File: config.mk
export PLATFORM = sky130hd
export DESIGN_NAME = sha3_feeder_flat
export DESIGN_NICKNAME = d
export VERILOG_FILES = /design/src/rtl/sha3_pkg.sv /design/src/rtl/sha3_feeder_if.sv /design/src/rtl/sha3_fifo.sv /design/src/rtl/sha3_feeder.sv /design/src/flat_wrapper.sv
export SDC_FILE = /design/constraint.sdc
export NUM_CORES = 1
export LEC_CHECK = 0
export BUFFER_PORTS_ARGS = -buffer_cell sky130_fd_sc_hd__buf_2
export CAP_MARGIN = 20
export CELL_PAD_IN_SITES_DETAIL_PLACEMENT = 0
export CELL_PAD_IN_SITES_GLOBAL_PLACEMENT = 1
export CORE_MARGIN = 2
export CORE_UTILIZATION = 32
export CTS_CLUSTER_DIAMETER = 60
export DETAILED_ROUTE_END_ITERATION = 12
export PLACE_DENSITY = 0.68
export SLEW_MARGIN = 10
export SYNTH_ARGS = -nofsm -noshare
export SYNTH_HDL_FRONTEND = slang
export SYNTH_SLANG_ARGS = --single-unit
File: constraint.sdc
create_clock -name clk -period 23.7 [get_ports clk]
set_clock_uncertainty 0.15 [all_clocks]
set_input_delay 1.185 -clock clk [delete_from_list [all_inputs] [get_ports clk]]
set_output_delay 1.185 -clock clk [all_outputs]
set_load 0.01 [all_outputs]
File: src/rtl/sha3_pkg.sv
// Shared types for the SHA-3 feeder: output-size encodings, sequencer states,
// the FIFO entry layout and the digest length per size.
package sha3_pkg;

    typedef enum logic [1:0] {
        SIZE_512 = 2'd0,
        SIZE_384 = 2'd1,
        SIZE_256 = 2'd2,
        SIZE_224 = 2'd3
    } out_size_e;

    typedef enum logic [2:0] {
        ST_IDLE,
        ST_CLR,
        ST_FEED,
        ST_PAD,
        ST_WAIT,
        ST_DONE
    } state_e;

    typedef struct packed {
        logic        last;
        logic [2:0]  bytes;
        logic [31:0] data;
    } fifo_entry_t;

    localparam int unsigned FIFO_W      = $bits(fifo_entry_t);
    localparam int unsigned DIGEST_BITS = 512;

    function automatic logic [4:0] digest_words(input out_size_e sz);
        case (sz)
            SIZE_512: return 5'd16;
            SIZE_384: return 5'd12;
            SIZE_256: return 5'd8;
            default:  return 5'd7;
        endcase
    endfunction

endpackage

File: src/rtl/sha3_feeder_if.sv
// Bus bundle between the feeder and its environment (message writer, keccak
// core and digest reader). The feeder takes the slave view.
interface sha3_feeder_if;
    logic         start;
    logic [1:0]   out_size_in;
    logic         wr_valid;
    logic         wr_ready;
    logic [31:0]  wr_data;
    logic         wr_last;
    logic [2:0]   wr_bytes;
    logic         k_reset;
    logic [31:0]  k_in;
    logic         k_in_ready;
    logic         k_is_last;
    logic [1:0]   k_byte_num;
    logic [1:0]   k_out_size;
    logic         k_buffer_full;
    logic [511:0] k_out;
    logic         k_out_ready;
    logic         busy;
    logic         done;
    logic [3:0]   rd_idx;
    logic [31:0]  rd_data;

    modport master (
        output start, out_size_in, wr_valid, wr_data, wr_last, wr_bytes,
               k_buffer_full, k_out, k_out_ready, rd_idx,
        input  wr_ready, k_reset, k_in, k_in_ready, k_is_last, k_byte_num,
               k_out_size, busy, done, rd_data
    );

    modport slave (
        input  start, out_size_in, wr_valid, wr_data, wr_last, wr_bytes,
               k_buffer_full, k_out, k_out_ready, rd_idx,
        output wr_ready, k_reset, k_in, k_in_ready, k_is_last, k_byte_num,
               k_out_size, busy, done, rd_data
    );
endinterface

File: src/rtl/sha3_fifo.sv
// Synchronous FIFO with a fall-through head (rdata_o shows the oldest entry)
// and a flush that empties it in one cycle.
module sha3_fifo #(
    parameter int DEPTH = 4,
    parameter int WIDTH = 36
) (
    input  logic             clk,
    input  logic             reset,
    input  logic             flush_i,
    input  logic             push_i,
    input  logic [WIDTH-1:0] wdata_i,
    input  logic             pop_i,
    output logic [WIDTH-1:0] rdata_o,
    output logic             full_o,
    output logic             empty_o
);
    localparam int PTR_W = $clog2(DEPTH);

    logic [PTR_W:0]   wr_ptr_q, rd_ptr_q;
    logic [WIDTH-1:0] mem_q [DEPTH];

    // NOTE: storage has no reset; the pointers alone decide which entries are valid.
    always_ff @(posedge clk) begin
        if (push_i && !full_o) mem_q[wr_ptr_q[PTR_W-1:0]] <= wdata_i;
    end

    // NOTE: state uses non-blocking assignments so every flop samples pre-edge values.
    always_ff @(posedge clk or posedge reset) begin
        if (reset) begin
            wr_ptr_q <= '0;
            rd_ptr_q <= '0;
        end else if (flush_i) begin
            wr_ptr_q <= '0;
            rd_ptr_q <= '0;
        end else begin
            if (push_i && !full_o)  wr_ptr_q <= wr_ptr_q + (PTR_W+1)'(1);
            if (pop_i && !empty_o)  rd_ptr_q <= rd_ptr_q + (PTR_W+1)'(1);
        end
    end

    assign empty_o = (wr_ptr_q == rd_ptr_q);
    assign full_o  = (wr_ptr_q[PTR_W] != rd_ptr_q[PTR_W]) &&
                     (wr_ptr_q[PTR_W-1:0] == rd_ptr_q[PTR_W-1:0]);
    assign rdata_o = mem_q[rd_ptr_q[PTR_W-1:0]];
endmodule

File: src/rtl/sha3_feeder.sv
// Sequencer in front of the keccak core: clears it, streams buffered message
// words with the trailing empty word when needed, and latches the digest.
module sha3_feeder
    import sha3_pkg::*;
#(
    parameter int FIFO_DEPTH = 4,
    parameter int CLR_CYCLES = 2
) (
    input  logic         clk,
    input  logic         reset,
    sha3_feeder_if.slave bus
);
    localparam int CNT_W = (CLR_CYCLES > 1) ? $clog2(CLR_CYCLES) : 1;

    state_e           state_q;
    logic [CNT_W-1:0] clr_cnt_q;
    logic             k_reset_q;
    logic [31:0]      k_in_q;
    logic             k_in_ready_q;
    logic             k_is_last_q;
    logic [1:0]       k_byte_num_q;
    logic             pad_pend_q;
    logic             last_acc_q;
    logic             done_q;
    out_size_e        out_size_q;
    logic [511:0]     digest_q;

    fifo_entry_t      head, wr_entry;
    logic             fifo_full, fifo_empty, fifo_push, fifo_pop, fifo_flush;
    logic             xfer, final_held, wr_ready;
    logic [15:0][31:0] digest_view;

    assign xfer       = k_in_ready_q && !bus.k_buffer_full;
    // Once the message's final word sits in the output register nothing may follow it.
    assign final_held = k_in_ready_q && (k_is_last_q || pad_pend_q);
    assign wr_ready   = (state_q == ST_FEED) && !fifo_full && !last_acc_q;
    assign fifo_push  = bus.wr_valid && wr_ready && !bus.start;
    assign fifo_pop   = (state_q == ST_FEED) && !fifo_empty && !final_held &&
                        (!k_in_ready_q || xfer) && !bus.start;
    assign fifo_flush = bus.start || (state_q == ST_CLR);
    assign wr_entry   = '{last: bus.wr_last, bytes: bus.wr_bytes, data: bus.wr_data};

    sha3_fifo #(.DEPTH(FIFO_DEPTH), .WIDTH(FIFO_W)) u_fifo (
        .clk     (clk),
        .reset   (reset),
        .flush_i (fifo_flush),
        .push_i  (fifo_push),
        .wdata_i (wr_entry),
        .pop_i   (fifo_pop),
        .rdata_o (head),
        .full_o  (fifo_full),
        .empty_o (fifo_empty)
    );

    always_ff @(posedge clk or posedge reset) begin
        if (reset) begin
            state_q      <= ST_IDLE;
            clr_cnt_q    <= '0;
            k_reset_q    <= 1'b1;
            k_in_q       <= '0;
            k_in_ready_q <= 1'b0;
            k_is_last_q  <= 1'b0;
            k_byte_num_q <= '0;
            pad_pend_q   <= 1'b0;
            last_acc_q   <= 1'b0;
            done_q       <= 1'b0;
            out_size_q   <= SIZE_512;
            digest_q     <= '0;
        end else if (bus.start) begin
            // start overrides everything, including a transfer completing this cycle.
            state_q      <= ST_CLR;
            clr_cnt_q    <= '0;
            k_reset_q    <= 1'b1;
            out_size_q   <= out_size_e'(bus.out_size_in);
            k_in_ready_q <= 1'b0;
            k_is_last_q  <= 1'b0;
            k_byte_num_q <= '0;
            pad_pend_q   <= 1'b0;
            last_acc_q   <= 1'b0;
            done_q       <= 1'b0;
            digest_q     <= '0;
        end else begin
            if (fifo_push && bus.wr_last) last_acc_q <= 1'b1;
            case (state_q)
                ST_CLR: begin
                    if (clr_cnt_q == CNT_W'(CLR_CYCLES - 1)) begin
                        k_reset_q <= 1'b0;
                        state_q   <= ST_FEED;
                    end else begin
                        clr_cnt_q <= clr_cnt_q + CNT_W'(1);
                    end
                end
                ST_FEED: begin
                    if (xfer && k_is_last_q) begin
                        k_in_ready_q <= 1'b0;
                        state_q      <= ST_WAIT;
                    end else if (xfer && pad_pend_q) begin
                        k_in_q       <= '0;
                        k_is_last_q  <= 1'b1;
                        k_byte_num_q <= '0;
                        pad_pend_q   <= 1'b0;
                        state_q      <= ST_PAD;
                    end else if (fifo_pop) begin
                        k_in_q       <= head.data;
                        k_in_ready_q <= 1'b1;
                        k_is_last_q  <= head.last && !head.bytes[2];
                        k_byte_num_q <= (head.last && !head.bytes[2]) ? head.bytes[1:0] : 2'd0;
                        pad_pend_q   <= head.last && head.bytes[2];
                    end else if (xfer) begin
                        k_in_ready_q <= 1'b0;
                    end
                end
                ST_PAD: begin
                    if (xfer) begin
                        k_in_ready_q <= 1'b0;
                        state_q      <= ST_WAIT;
                    end
                end
                ST_WAIT: begin
                    if (bus.k_out_ready) begin
                        digest_q <= bus.k_out;
                        done_q   <= 1'b1;
                        state_q  <= ST_DONE;
                    end
                end
                ST_IDLE, ST_DONE: ;
                default: state_q <= ST_IDLE;
            endcase
        end
    end

    assign digest_view    = digest_q;
    assign bus.wr_ready   = wr_ready;
    assign bus.k_reset    = k_reset_q;
    assign bus.k_in       = k_in_q;
    assign bus.k_in_ready = k_in_ready_q;
    assign bus.k_is_last  = k_is_last_q;
    assign bus.k_byte_num = k_byte_num_q;
    assign bus.k_out_size = out_size_q;
    assign bus.done       = done_q;
    assign bus.busy       = state_q inside {ST_CLR, ST_FEED, ST_PAD, ST_WAIT};
    // Word 0 is the most significant word; indices past the digest length read 0.
    assign bus.rd_data    = ({1'b0, bus.rd_idx} < digest_words(out_size_q)) ?
                            digest_view[4'd15 - bus.rd_idx] : 32'd0;
endmodule

File: src/flat_wrapper.sv
// flat-port wrapper written by rule: the top's interface ports become plain ports
module sha3_feeder_flat import sha3_pkg::*;
#(
    parameter int FIFO_DEPTH = 4,
    parameter int CLR_CYCLES = 2
)
  (clk, reset, bus_start, bus_out_size_in, bus_wr_valid, bus_wr_data, bus_wr_last, bus_wr_bytes, bus_k_buffer_full, bus_k_out, bus_k_out_ready, bus_rd_idx, bus_wr_ready, bus_k_reset, bus_k_in, bus_k_in_ready, bus_k_is_last, bus_k_byte_num, bus_k_out_size, bus_busy, bus_done, bus_rd_data);
  sha3_feeder_if bus_i ();
  input  logic clk;
  input  logic reset;
  input wire logic [$bits(bus_i.start)-1:0] bus_start;
  input wire logic [$bits(bus_i.out_size_in)-1:0] bus_out_size_in;
  input wire logic [$bits(bus_i.wr_valid)-1:0] bus_wr_valid;
  input wire logic [$bits(bus_i.wr_data)-1:0] bus_wr_data;
  input wire logic [$bits(bus_i.wr_last)-1:0] bus_wr_last;
  input wire logic [$bits(bus_i.wr_bytes)-1:0] bus_wr_bytes;
  input wire logic [$bits(bus_i.k_buffer_full)-1:0] bus_k_buffer_full;
  input wire logic [$bits(bus_i.k_out)-1:0] bus_k_out;
  input wire logic [$bits(bus_i.k_out_ready)-1:0] bus_k_out_ready;
  input wire logic [$bits(bus_i.rd_idx)-1:0] bus_rd_idx;
  output wire logic [$bits(bus_i.wr_ready)-1:0] bus_wr_ready;
  output wire logic [$bits(bus_i.k_reset)-1:0] bus_k_reset;
  output wire logic [$bits(bus_i.k_in)-1:0] bus_k_in;
  output wire logic [$bits(bus_i.k_in_ready)-1:0] bus_k_in_ready;
  output wire logic [$bits(bus_i.k_is_last)-1:0] bus_k_is_last;
  output wire logic [$bits(bus_i.k_byte_num)-1:0] bus_k_byte_num;
  output wire logic [$bits(bus_i.k_out_size)-1:0] bus_k_out_size;
  output wire logic [$bits(bus_i.busy)-1:0] bus_busy;
  output wire logic [$bits(bus_i.done)-1:0] bus_done;
  output wire logic [$bits(bus_i.rd_data)-1:0] bus_rd_data;
  assign bus_i.start = bus_start;
  assign bus_i.out_size_in = bus_out_size_in;
  assign bus_i.wr_valid = bus_wr_valid;
  assign bus_i.wr_data = bus_wr_data;
  assign bus_i.wr_last = bus_wr_last;
  assign bus_i.wr_bytes = bus_wr_bytes;
  assign bus_i.k_buffer_full = bus_k_buffer_full;
  assign bus_i.k_out = bus_k_out;
  assign bus_i.k_out_ready = bus_k_out_ready;
  assign bus_i.rd_idx = bus_rd_idx;
  assign bus_wr_ready = bus_i.wr_ready;
  assign bus_k_reset = bus_i.k_reset;
  assign bus_k_in = bus_i.k_in;
  assign bus_k_in_ready = bus_i.k_in_ready;
  assign bus_k_is_last = bus_i.k_is_last;
  assign bus_k_byte_num = bus_i.k_byte_num;
  assign bus_k_out_size = bus_i.k_out_size;
  assign bus_busy = bus_i.busy;
  assign bus_done = bus_i.done;
  assign bus_rd_data = bus_i.rd_data;
  sha3_feeder #(.FIFO_DEPTH(FIFO_DEPTH), .CLR_CYCLES(CLR_CYCLES)) u_core (.clk(clk), .reset(reset), .bus(bus_i));
endmodule
# Word level (Yosys, flattened, before mapping)
# Memories as Yosys holds them, arrays and structs flattened.
# Cells that the tools add are included.
op_classes:
  n_addsub: 4
  magnitude_cmp: 2
  n_eq_ne: 17
  n_mux: 55
  bitwise_logic: 2
  n_reduce_logical: 50
op_table:
  columns: ["op", "count"]
  rows:
  - ["512-bit 2-to-1 mux", 3]
  - ["32-bit binary-select mux with 4-bit select", 1]
  - ["32-bit 2-to-1 mux", 4]
  - ["3-bit 2-to-1 mux", 10]
  - ["1-bit 2-to-1 mux", 28]
  - ["1-bit logical AND", 18]
  - ["2-bit nonzero test", 9]
  - ["3-bit case mux with 5 select lines", 1]
  - ["5-bit case mux with 3 select lines", 1]
  - ["2-bit 2-to-1 mux", 6]
  - ["1-bit logical NOT", 8]
  - ["4-bit inequality test (second input constant)", 2]
  - ["3-bit by 1-bit adder with 3-bit output (second input constant)", 2]
  - ["3-bit by 2-bit equality test with 1-bit output (second input constant)", 2]
  - ["3-bit equality test (second input constant)", 2]
  - ["3-bit by 2-bit inequality test with 1-bit output (second input constant)", 2]
  - ["2-bit AND reduction", 3]
  - ["3-bit nonzero test", 2]
  - ["4-bit by 5-bit less-than comparator with 1-bit output", 1]
  - ["4-bit by 5-bit less-than comparator with 1-bit output (second input constant)", 1]
  - ["5-bit AND reduction", 1]
  - ["2-bit inequality test (second input constant)", 2]
  - ["4-bit AND reduction", 1]
  - ["4-bit nonzero test", 1]
  - ["16 further kinds", 19]
word_totals:
  regBits: 564
  ram_bits: 144
  input_bits: 560
  out_inout_bits: 74
  word_cells: 145
  memories: 1
mem_list:
  columns: ["name", "words", "word_bits", "read_ports", "rd_clocked_by_memory_dff", "wr", "line", "rtl"]
  rows:
  - ["u_core.u_fifo.mem_q", 4, 36, 1, 0, 1, "sha3_fifo.sv:20", "logic [WIDTH-1:0] mem_q [DEPTH];"]

# Depth between registers and ports, before layout
# Gate-level depths: netlist of run 1.
logic_depth:
  ltp_word: 11
  depth_mapped: 8
  ltp_nobuf: 7

# Cells and area by module
# Synthesis of run 1 repeated with hierarchy kept, for this count alone.
unflattened:
  cells_unflattened: 1861
  area_unflattened_um2: 29534.6
by_module_without_submodules:
  columns: ["mod", "n_inst", "cells_each", "area_each_um2", "seq_area_each_um2"]
  rows:
  - ["sha3_feeder", 1, 1609, 23787.8, 13964.6]
  - ["sha3_fifo", 1, 252, 5746.8, 4474.3]

# Worst setup path after synthesis of run 1
# Ideal clock, no wire load.
synth_timing:
  kind: "input-to-output"
  start: "input bus_rd_idx[0]"
  end: "output bus_rd_data[0]"
  arrival_ns: 2.608
  slack_ns: 19.757
  cell_stages: 6
  n_path_buf: 2
  path_cell_list: "buf_2 buf_2 mux4_2 mux2_2 a21oi_1 a21oi_1"
synth_between:
  elab_chain_cells: 4
  word_cells_on_any_way: 5
  cone_classes: "add/sub: 1; order compare: 1; mux: 3"
synth_lines:
  columns: ["item", "line", "rtl"]
  rows:
  - ["start, declared", "flat_wrapper.sv:20", "input wire logic [$bits(bus_i.rd_idx)-1:0] bus_rd_idx;"]
  - ["4-bit subtractor", "sha3_feeder.sv:144", "digest_view[4'd15 - bus.rd_idx] : 32'd0;"]
  - ["32-bit binary-select mux with 4-bit select", "sha3_feeder.sv:144", null]
  - ["32-bit 2-to-1 mux (implied by the code)", "sha3_feeder.sv:144", null]
  - ["32-bit 2-to-1 mux *", "sha3_feeder.sv:143", "assign bus.rd_data = ({1'b0, bus.rd_idx} < digest_words(out_size_q)) ?"]
  - ["end, declared", "flat_wrapper.sv:30", "output wire logic [$bits(bus_i.rd_data)-1:0] bus_rd_data;"]
# Every way passes the cells marked *; elsewhere a longest branch is shown, timed or not. The select of a mux whose other input is x is not followed.

# Worst setup path in the final report of run 1
layout_timing:
  start: "input bus_rd_idx[1]"
  end: "output bus_rd_data[29]"
# The elaborated chain is that of the path after synthesis.

==> impl_metrics.env, run 1 <==
export IMPL_status="finished clean"
export IMPL_vdd_drop_max_v=0.00005563
export IMPL_grt_pass1_vias=21380
export IMPL_stdcell_area_um2=36790
export IMPL_ant_nets=0
export IMPL_netlist_area_leader_share_pct=47.74
export IMPL_antenna_found_initial=74
export IMPL_power_internal_uw=2132
export IMPL_synth_top_flop_cell="dfrtp_1"
export IMPL_powerDensity_nw_per_um2=76.21
export IMPL_clock_latency_ns=0.67
export IMPL_ys_warn_count=0
export IMPL_drive_above_1_share_pct=41.26
export IMPL_drc=0
export IMPL_fillers=8406
export IMPL_synth_area_um2=29510
export IMPL_finalSetupTns_ns=0
export IMPL_seq_area_um2=18440
export IMPL_synth_cells=1845
export IMPL_drtIter0Drc=2049
export IMPL_hpwl_mm=73.50
export IMPL_cts_hold_buf=0
export IMPL_gp_congestion=0.8571
export IMPL_required_ns=22.37
export IMPL_synth_area_leaders="dfrtp_1, a22o_1, edfxtp_1, mux4_2, buf_2"
export IMPL_p_sw_uw=671.4
export IMPL_synth_top_family_by_area="compound AO/OA/AOI/OAI gates"
export IMPL_path_cells="buf_6, buf_4, ha_1, a21o_1, a211o_2, a21oi_1, buf_2"
export IMPL_cts_resized=0
export IMPL_synthArstFlopShare_pct=79.66
export IMPL_ys_ff_latch=708
export IMPL_routed_wl_mm=106.7
export IMPL_cts_tree="built"
export IMPL_grt_overflow_total=0
export IMPL_maxCapViolCount=0
export IMPL_crit_slowest_cell="buf_4"
export IMPL_grtUsageMet2_pct=33.60
export IMPL_yosysMostFrequentCell="a22o_1"
export IMPL_synth_compound_area_share_pct=19.06
export IMPL_synthTopCellsByCount="a22o_1, dfrtp_1, mux4_2, edfxtp_1, buf_2"
export IMPL_placed_area_um2=33650
export IMPL_die_x_um=307.7
export IMPL_clock_fmax_ghz=0.1669
export IMPL_max_slew_margin_pct=28.65
export IMPL_rsz0062_at_grt="false"
export IMPL_setup_viol=0
export IMPL_synth_nets=2415
export IMPL_finalCriticalPeriod_ns=5.992
export IMPL_multi_input_area_um2=10220
export IMPL_critPathMaxStageDelay_ns=0.84
export IMPL_start_util_pct=32.25
export IMPL_cts_sinks=708
export IMPL_track_usage_pct=22.02
export IMPL_crit_arrival_ns=4.66
export IMPL_htree_levels=3
export IMPL_startpoint_type="input pin"
export IMPL_cts_buffer_depth=3
export IMPL_switching_share_pct=23.95
export IMPL_vias=20520
export IMPL_cts_root_buf="clkbuf_16"
export IMPL_port_buffers=633
export IMPL_end_kind="output port"
export IMPL_hold_violations=0
export IMPL_num_rows=111
export IMPL_num_io_pins=634
export IMPL_leakage_uw=0.01690
export IMPL_synth_cell_types=52
export IMPL_use_met1_pct=29.52
export IMPL_grt_start_max_net_pins=200
export IMPL_synth_adder_area_share_pct=0.4239
export IMPL_core_um2=91520
export IMPL_die_h_um=307.7
export IMPL_path_max_fanout=78
export IMPL_grt_pass1_wl_mm=151.8
export IMPL_viasPerCell=5.540
export IMPL_seq_area_frac_synth_pct=62.48
export IMPL_crit_type="input pin to output port"
export IMPL_synth_largest_area_cell="dfrtp_1"
export IMPL_avgSynthCellArea_um2=16.00
export IMPL_synth_edff_count=144
export IMPL_dieArea_um2=94670
export IMPL_firstDrtPassIters=5
export IMPL_post_route_period_util_pct=25.28
export IMPL_synthXorXnorAreaFrac_pct=0.1484
export IMPL_worst_pin_slew_ns=1.070
export IMPL_seqPwrFrac_pct=44.9
export IMPL_use_met3_pct=7.446
export IMPL_hold_path_class="flop to flop"
export IMPL_numCtsBuffers=88
export IMPL_clkTransAtPathRegs_ns=0.06
export IMPL_wl_per_cell_um=28.81
export IMPL_pwr_share_comb_pct=6.0
export IMPL_busiest_layer="met2"
export IMPL_synth_simple_area_share_pct=1.039
export IMPL_maxSlewViolCount=0
export IMPL_synthMuxAreaShare_pct=13.83
export IMPL_pwr_share_clk_pct=49.1
export IMPL_area_growth_pct=24.67
export IMPL_finalNetCount=2985
export IMPL_postCtsSetupBuffers=0
[state kept, by name (all words and copies together) (netlist names), 2 cells and up]
signal / flops
u_core.u_fifo.mem_q: 144
u_core.u_fifo.rd_ptr_q: 3
u_core.state_q: 3
u_core.u_fifo.wr_ptr_q: 3
u_core.bus.k_byte_num: 2
u_core.digest_q: 512
u_core.bus.k_out_size: 2
u_core.bus.k_in: 32
[routing by layer]
layer,share of wire (%),wire length (um),vias up
met5,0.40,423,-
met4,2.8,2943,62
met3,9.5,10170,213
met2,46,48610,919
met1,42,44550,10670
li1,-,-,8663
[logic make-up (layout without fill, tap and decap cells)]
family          Yosys count  count (layout)
flops                   708             708
compound gates          675             675
mux                     198             198
buf+inv                 195             834
simple gates             54              54
fa+ha+maj                10              10
xor+xnor                  5               5
other cells               0              34
[cell type report]
class,instances,area share [%]
diodes,34,0.2312
clock buffers,112,6.587
clock inverters,47,1.513
inverters,14,0.1632
multi-input cells,942,27.77
flip-flops and latches,708,50.12
well taps,1186,4.033
repair buffers,661,9.580
[worst paths after layout]
check,slack (ns),startpoint,to,cells after the start
setup / recovery,17.71,bus_rd_idx[1],bus_rd_data[29],7
hold / removal,0.32,u_core.bus.k_reset,u_core.bus.k_reset,2
setup reg to reg,18.66,u_core.state_q[0],u_core.digest_q[460],7
hold reg to reg,0.32,u_core.bus.k_reset,u_core.bus.k_reset,2
max in group asynchronous,19.78,reset,u_core.digest_q[147],5
min in group asynchronous,0.61,reset,u_core.digest_q[197],2
[worst max-delay path, delay by kind of cell]
| family | cells | cell delay, ns |
|---|---|---|
| buf+inv | 3 | 1.59 |
| compound gates | 3 | 1.19 |
| fa+ha+maj | 1 | 0.37 |
[power by group through the flow]
stage	clock [uW]	sequential (uW)	combinational [uW]
after floorplan	0	1280	77.7
after global placement	0	1280	164
after detailed placement	0	1280	168
after CTS	1410	1260	169
after global routing	1450	1260	183
final	1380	1260	168
[per-stage QoR]
stage | cells | setup slack [ns] | hold slack [ns] | utilization [%] | total power [uW]
6_report | 3704 | 17.71 | 0.3156 | 40.20 | 2804
5_1_grt | 3691 | 17.34 | 0.3274 | 40.16 | 2897
4_1_cts | 3667 | 17.51 | 0.3213 | 40.03 | 2834
3_5_place_dp | 3508 | 17.50 | 0.3010 | 36.77 | 1450
3_3_place_gp | 3506 | 17.51 | 0.3027 | 36.71 | 1445
2_1_floorplan | 1845 | 6.592 | 0.3142 | - | 1357
[cells in the final DEF (no fill, tap or decap), types with 3 or more instances in the layout]
cell,instances
mux2_2,32
inv_6,4
clkbuf_16,89
clkinv_2,17
inv_1,13
nor2b_1,4
edfxtp_1,144
o21ai_0,9
nor2_1,9
buf_16,4
buf_2,631
nor2_4,3
buf_12,4
mux4_2,162
bufinv_16,8
clkinvlp_4,9
a21oi_1,71
a22o_1,576
diode_2,34
nand3_1,5
and3_2,4
buf_4,20
clkbuf_1,12
inv_8,4
nand2_1,11
xor2_1,3
dfrtp_1,562
clkbuf_8,11
ha_1,10
(Power assumes the default switching activity.)
==> run 2: changes to the inputs <==
--- a/config.mk
+++ b/config.mk
@@ -5,6 +5,7 @@
 export SDC_FILE = /design/constraint.sdc
 export NUM_CORES = 1
 export LEC_CHECK = 0
+export ABC_AREA = 1
 export BUFFER_PORTS_ARGS = -buffer_cell sky130_fd_sc_hd__buf_2
 export CAP_MARGIN = 20
 export CELL_PAD_IN_SITES_DETAIL_PLACEMENT = 0
@@ -13,7 +14,7 @@
 export CORE_UTILIZATION = 32
 export CTS_CLUSTER_DIAMETER = 60
 export DETAILED_ROUTE_END_ITERATION = 12
-export PLACE_DENSITY = 0.68
+export PLACE_DENSITY = 0.73
 export SLEW_MARGIN = 10
 export SYNTH_ARGS = -nofsm -noshare
 export SYNTH_HDL_FRONTEND = slang
==> constraint.sdc (replaced) <==
create_clock -name clk -period 5.6 [get_ports clk]
set_clock_uncertainty 0.15 [all_clocks]
set_input_delay 0.28 -clock clk [delete_from_list [all_inputs] [get_ports clk]]
set_output_delay 0.28 -clock clk [all_outputs]
set_load 0.01 [all_outputs]
==> impl_metrics.env, run 2 <==
export IMPL_grt_overflow_total=0
export IMPL_numCtsBuffers=90
export IMPL_powerDensity_nw_per_um2=308.7
export IMPL_synth_area_leaders="dfrtp_1, edfxtp_1, nand3_1, o21ai_0, nand2_1"
export IMPL_seq_area_frac_synth_pct=54.50
export IMPL_port_buffers=633
export IMPL_worst_pin_slew_ns=1.067
export IMPL_power_internal_uw=10130
export IMPL_dieArea_um2=108300
export IMPL_ant_nets=0
export IMPL_seq_area_um2=18440
export IMPL_drive_above_1_share_pct=16.27
export IMPL_crit_type="flop to output port"
export IMPL_start_util_pct=32.19
export IMPL_grt_pass1_vias=32330
export IMPL_synth_area_um2=33830
export IMPL_cts_resized=0
export IMPL_pwr_share_clk_pct=42.6
export IMPL_final_cell_mix="nand2_1, nand3_1, o21ai_0"
export IMPL_clkTransAtPathRegs_ns=0.06
export IMPL_ys_warn_count=0
export IMPL_antenna_found_initial=20
export IMPL_setup_viol=0
export IMPL_finalPower_uw=14350
export IMPL_startpoint_type="flop"
export IMPL_yosysMostFrequentCell="nand2_1"
export IMPL_end_kind="output port"
export IMPL_die_h_um=329.2
export IMPL_vias=32160
export IMPL_finalCriticalPeriod_ns=3.872
export IMPL_num_io_pins=634
export IMPL_netlist_area_leader_share_pct=41.64
export IMPL_synthArstFlopShare_pct=79.66
export IMPL_die_x_um=329.2
export IMPL_path_max_fanout=16
export IMPL_synth_cell_types=31
export IMPL_fillers=10480
export IMPL_multi_input_area_um2=11710
export IMPL_post_route_period_util_pct=69.14
export IMPL_finalNonFillerCells=6608
export IMPL_leakage_uw=0.02176
export IMPL_grt_start_max_net_pins=238
export IMPL_finalNetCount=5698
export IMPL_top_register="u_core.digest_q"
export IMPL_seqPwrFrac_pct=40.5
export IMPL_p_sw_uw=4224
export IMPL_dp_cells=5867
export IMPL_mostFrequentLayoutCell="nand2_1"
export IMPL_routed_wl_mm=137.4
export IMPL_viasPerCell=4.867
export IMPL_cts_buffer_depth=3
export IMPL_rsz0062_at_grt="false"
export IMPL_final_util_pct=44.22
export IMPL_area_growth_pct=37.40
export IMPL_synth_cells=4112
export IMPL_crit_arrival_ns=3.44
export IMPL_max_slew_margin_pct=28.86
export IMPL_drtIter0Drc=2641
export IMPL_core_um2=105100
export IMPL_switching_share_pct=29.43
export IMPL_status="finished clean"
export IMPL_synth_edff_count=144
export IMPL_firstDrtPassIters=5
export IMPL_ys_ff_latch=708
export IMPL_largest_register_ffs=512
export IMPL_drc=0
export IMPL_pwr_share_comb_pct=16.9
export IMPL_wl_per_cell_um=20.79
export IMPL_cts_tree="built"
export IMPL_hold_path_class="input pin to asynchronous set/reset pin"
export IMPL_hold_violations=0
export IMPL_hpwl_mm=91.92
export IMPL_gp_congestion=0.8632
export IMPL_htree_levels=3
export IMPL_synth_nets=4682
export IMPL_maxSlewViolCount=0
export IMPL_required_ns=5.17
export IMPL_clock_latency_ns=0.71
export IMPL_cts_sinks=708
export IMPL_synthTopCellsByCount="nand2_1, nand3_1, o21ai_0, dfrtp_1, inv_1"
export IMPL_track_usage_pct=24.81
export IMPL_num_rows=119
export IMPL_cts_root_buf="clkbuf_16"
export IMPL_grt_pass1_wl_mm=202.0
export IMPL_maxCapViolCount=0
export IMPL_clock_fmax_ghz=0.2583
export IMPL_synth_top_flop_cell="dfrtp_1"
export IMPL_synth_largest_area_cell="dfrtp_1"
export IMPL_avgSynthCellArea_um2=8.228
export IMPL_vdd_drop_max_v=0.0002568
==> run 2: cell types whose count changed in the layout (fill, tap and decap cells not counted), moves of 22 or more <==
| cell | before | now |
|---|---|---|
| nand2_1 | 11 | 812 |
| nand3_1 | 5 | 770 |
| o21ai_0 | 9 | 649 |
| a22o_1 | 576 | 0 |
| dlygate4sd3_1 | 0 | 559 |
| inv_1 | 13 | 547 |
| mux4_2 | 162 | 0 |
| nor2_1 | 9 | 143 |
| mux2_2 | 32 | 0 |
| o22ai_1 | 2 | 32 |
| a21oi_1 | 71 | 98 |
| diode_2 | 34 | 12 |
==> run 2: timing repair <==
item                                   4_1_cts  5_1_grt
hold buffers                               559        0
endpoints found under the hold margin      687        0
setup buffers                                0        0
==> run 2: path summary, 6_finish.rpt <==
kind                                     startpoint  slack (ns)  cells after the start                    endpoint
setup / recovery           u_core.bus.k_out_size[0]        1.73                     13              bus_rd_data[9]
hold / removal                                reset        0.13                      3        u_core.digest_q[130]
setup reg to reg                  u_core.state_q[0]        2.39                      6        u_core.digest_q[336]
hold reg to reg                 u_core.bus.k_in[14]        0.32                      2         u_core.bus.k_in[14]
max in group asynchronous                     reset        3.81                      4        u_core.digest_q[351]
min in group clk                    bus_wr_data[13]        0.17                      2  u_core.u_fifo.mem_q[0][13]
==> run 2: final cells by class <==
type                       count  area share (%)
antenna                       12         0.06460
clock buffer                 113           5.267
clock inverter                56           1.599
inverter                     555           4.538
multi-input combinational   2539           25.19
sequential                   708           39.67
tap                         1391           3.744
timing repair buffer        1234           19.93
==> run 2: per-stage QoR <==
stage | setup slack, ns | hold WS [ns] | setup TNS [ns] | cell area (um^2)
after global placement | 2.196 | 0.3000 | 0 | 37640
after floorplan | -2.509 | 0.2289 | -1412.84 | 33840
after CTS | 1.752 | 0.1216 | 0 | 46430
after global routing | 1.571 | 0.1451 | 0 | 46480
after detailed placement | 2.239 | 0.3038 | 0 | 37640
final | 1.728 | 0.1339 | 0 | 46490
==> run 2: logic make-up after synthesis <==
| logic type | Yosys count | synth area share (%) |
|---|---|---|
| and+or+nand+nor | 1744 | 22.35 |
| AOI/OAI and AO/OA | 782 | 11.70 |
| buffers and inverters | 865 | 11.00 |
| DFF | 708 | 54.50 |
| xor gates and xnor gates | 3 | 0.07767 |
| adders and majority gates | 10 | 0.3698 |
==> run 2: power groups by stage <==
| stage | combinational [uW] | clock, uW | sequential (uW) |
|---|---|---|---|
| after CTS | 2450 | 6230 | 5810 |
| after global placement | 2110 | 0 | 5900 |
| after floorplan | 1210 | 0 | 5900 |
| after detailed placement | 2120 | 0 | 5900 |
| final | 2430 | 6110 | 5810 |
| after global routing | 2700 | 6440 | 5850 |
==> run 2: routing by layer <==
layer / vias to the layer above / wire length [um] / track usage [%]
li1: 15410 / - / -
met1: 15310 / 57900 / 32.45
met2: 1127 / 64110 / 39.88
met3: 298 / 8828 / 4.878
met4: 18 / 6430 / 11.01
met5: - / 112 / 0
==> run 2: worst max-delay path, cell delays in order, from the launching register on <==
cell and delay [ns]:
dfrtp_1 0.37, inv_1 0.09, ha_1 0.28, inv_1 0.04, ha_1 0.26, inv_1 0.06
nor2_1 0.04, o21ai_0 0.09, nand3_1 0.14, inv_1 0.48, buf_4 0.35, nand2_1 0.09
nor2_1 0.28, buf_2 0.20
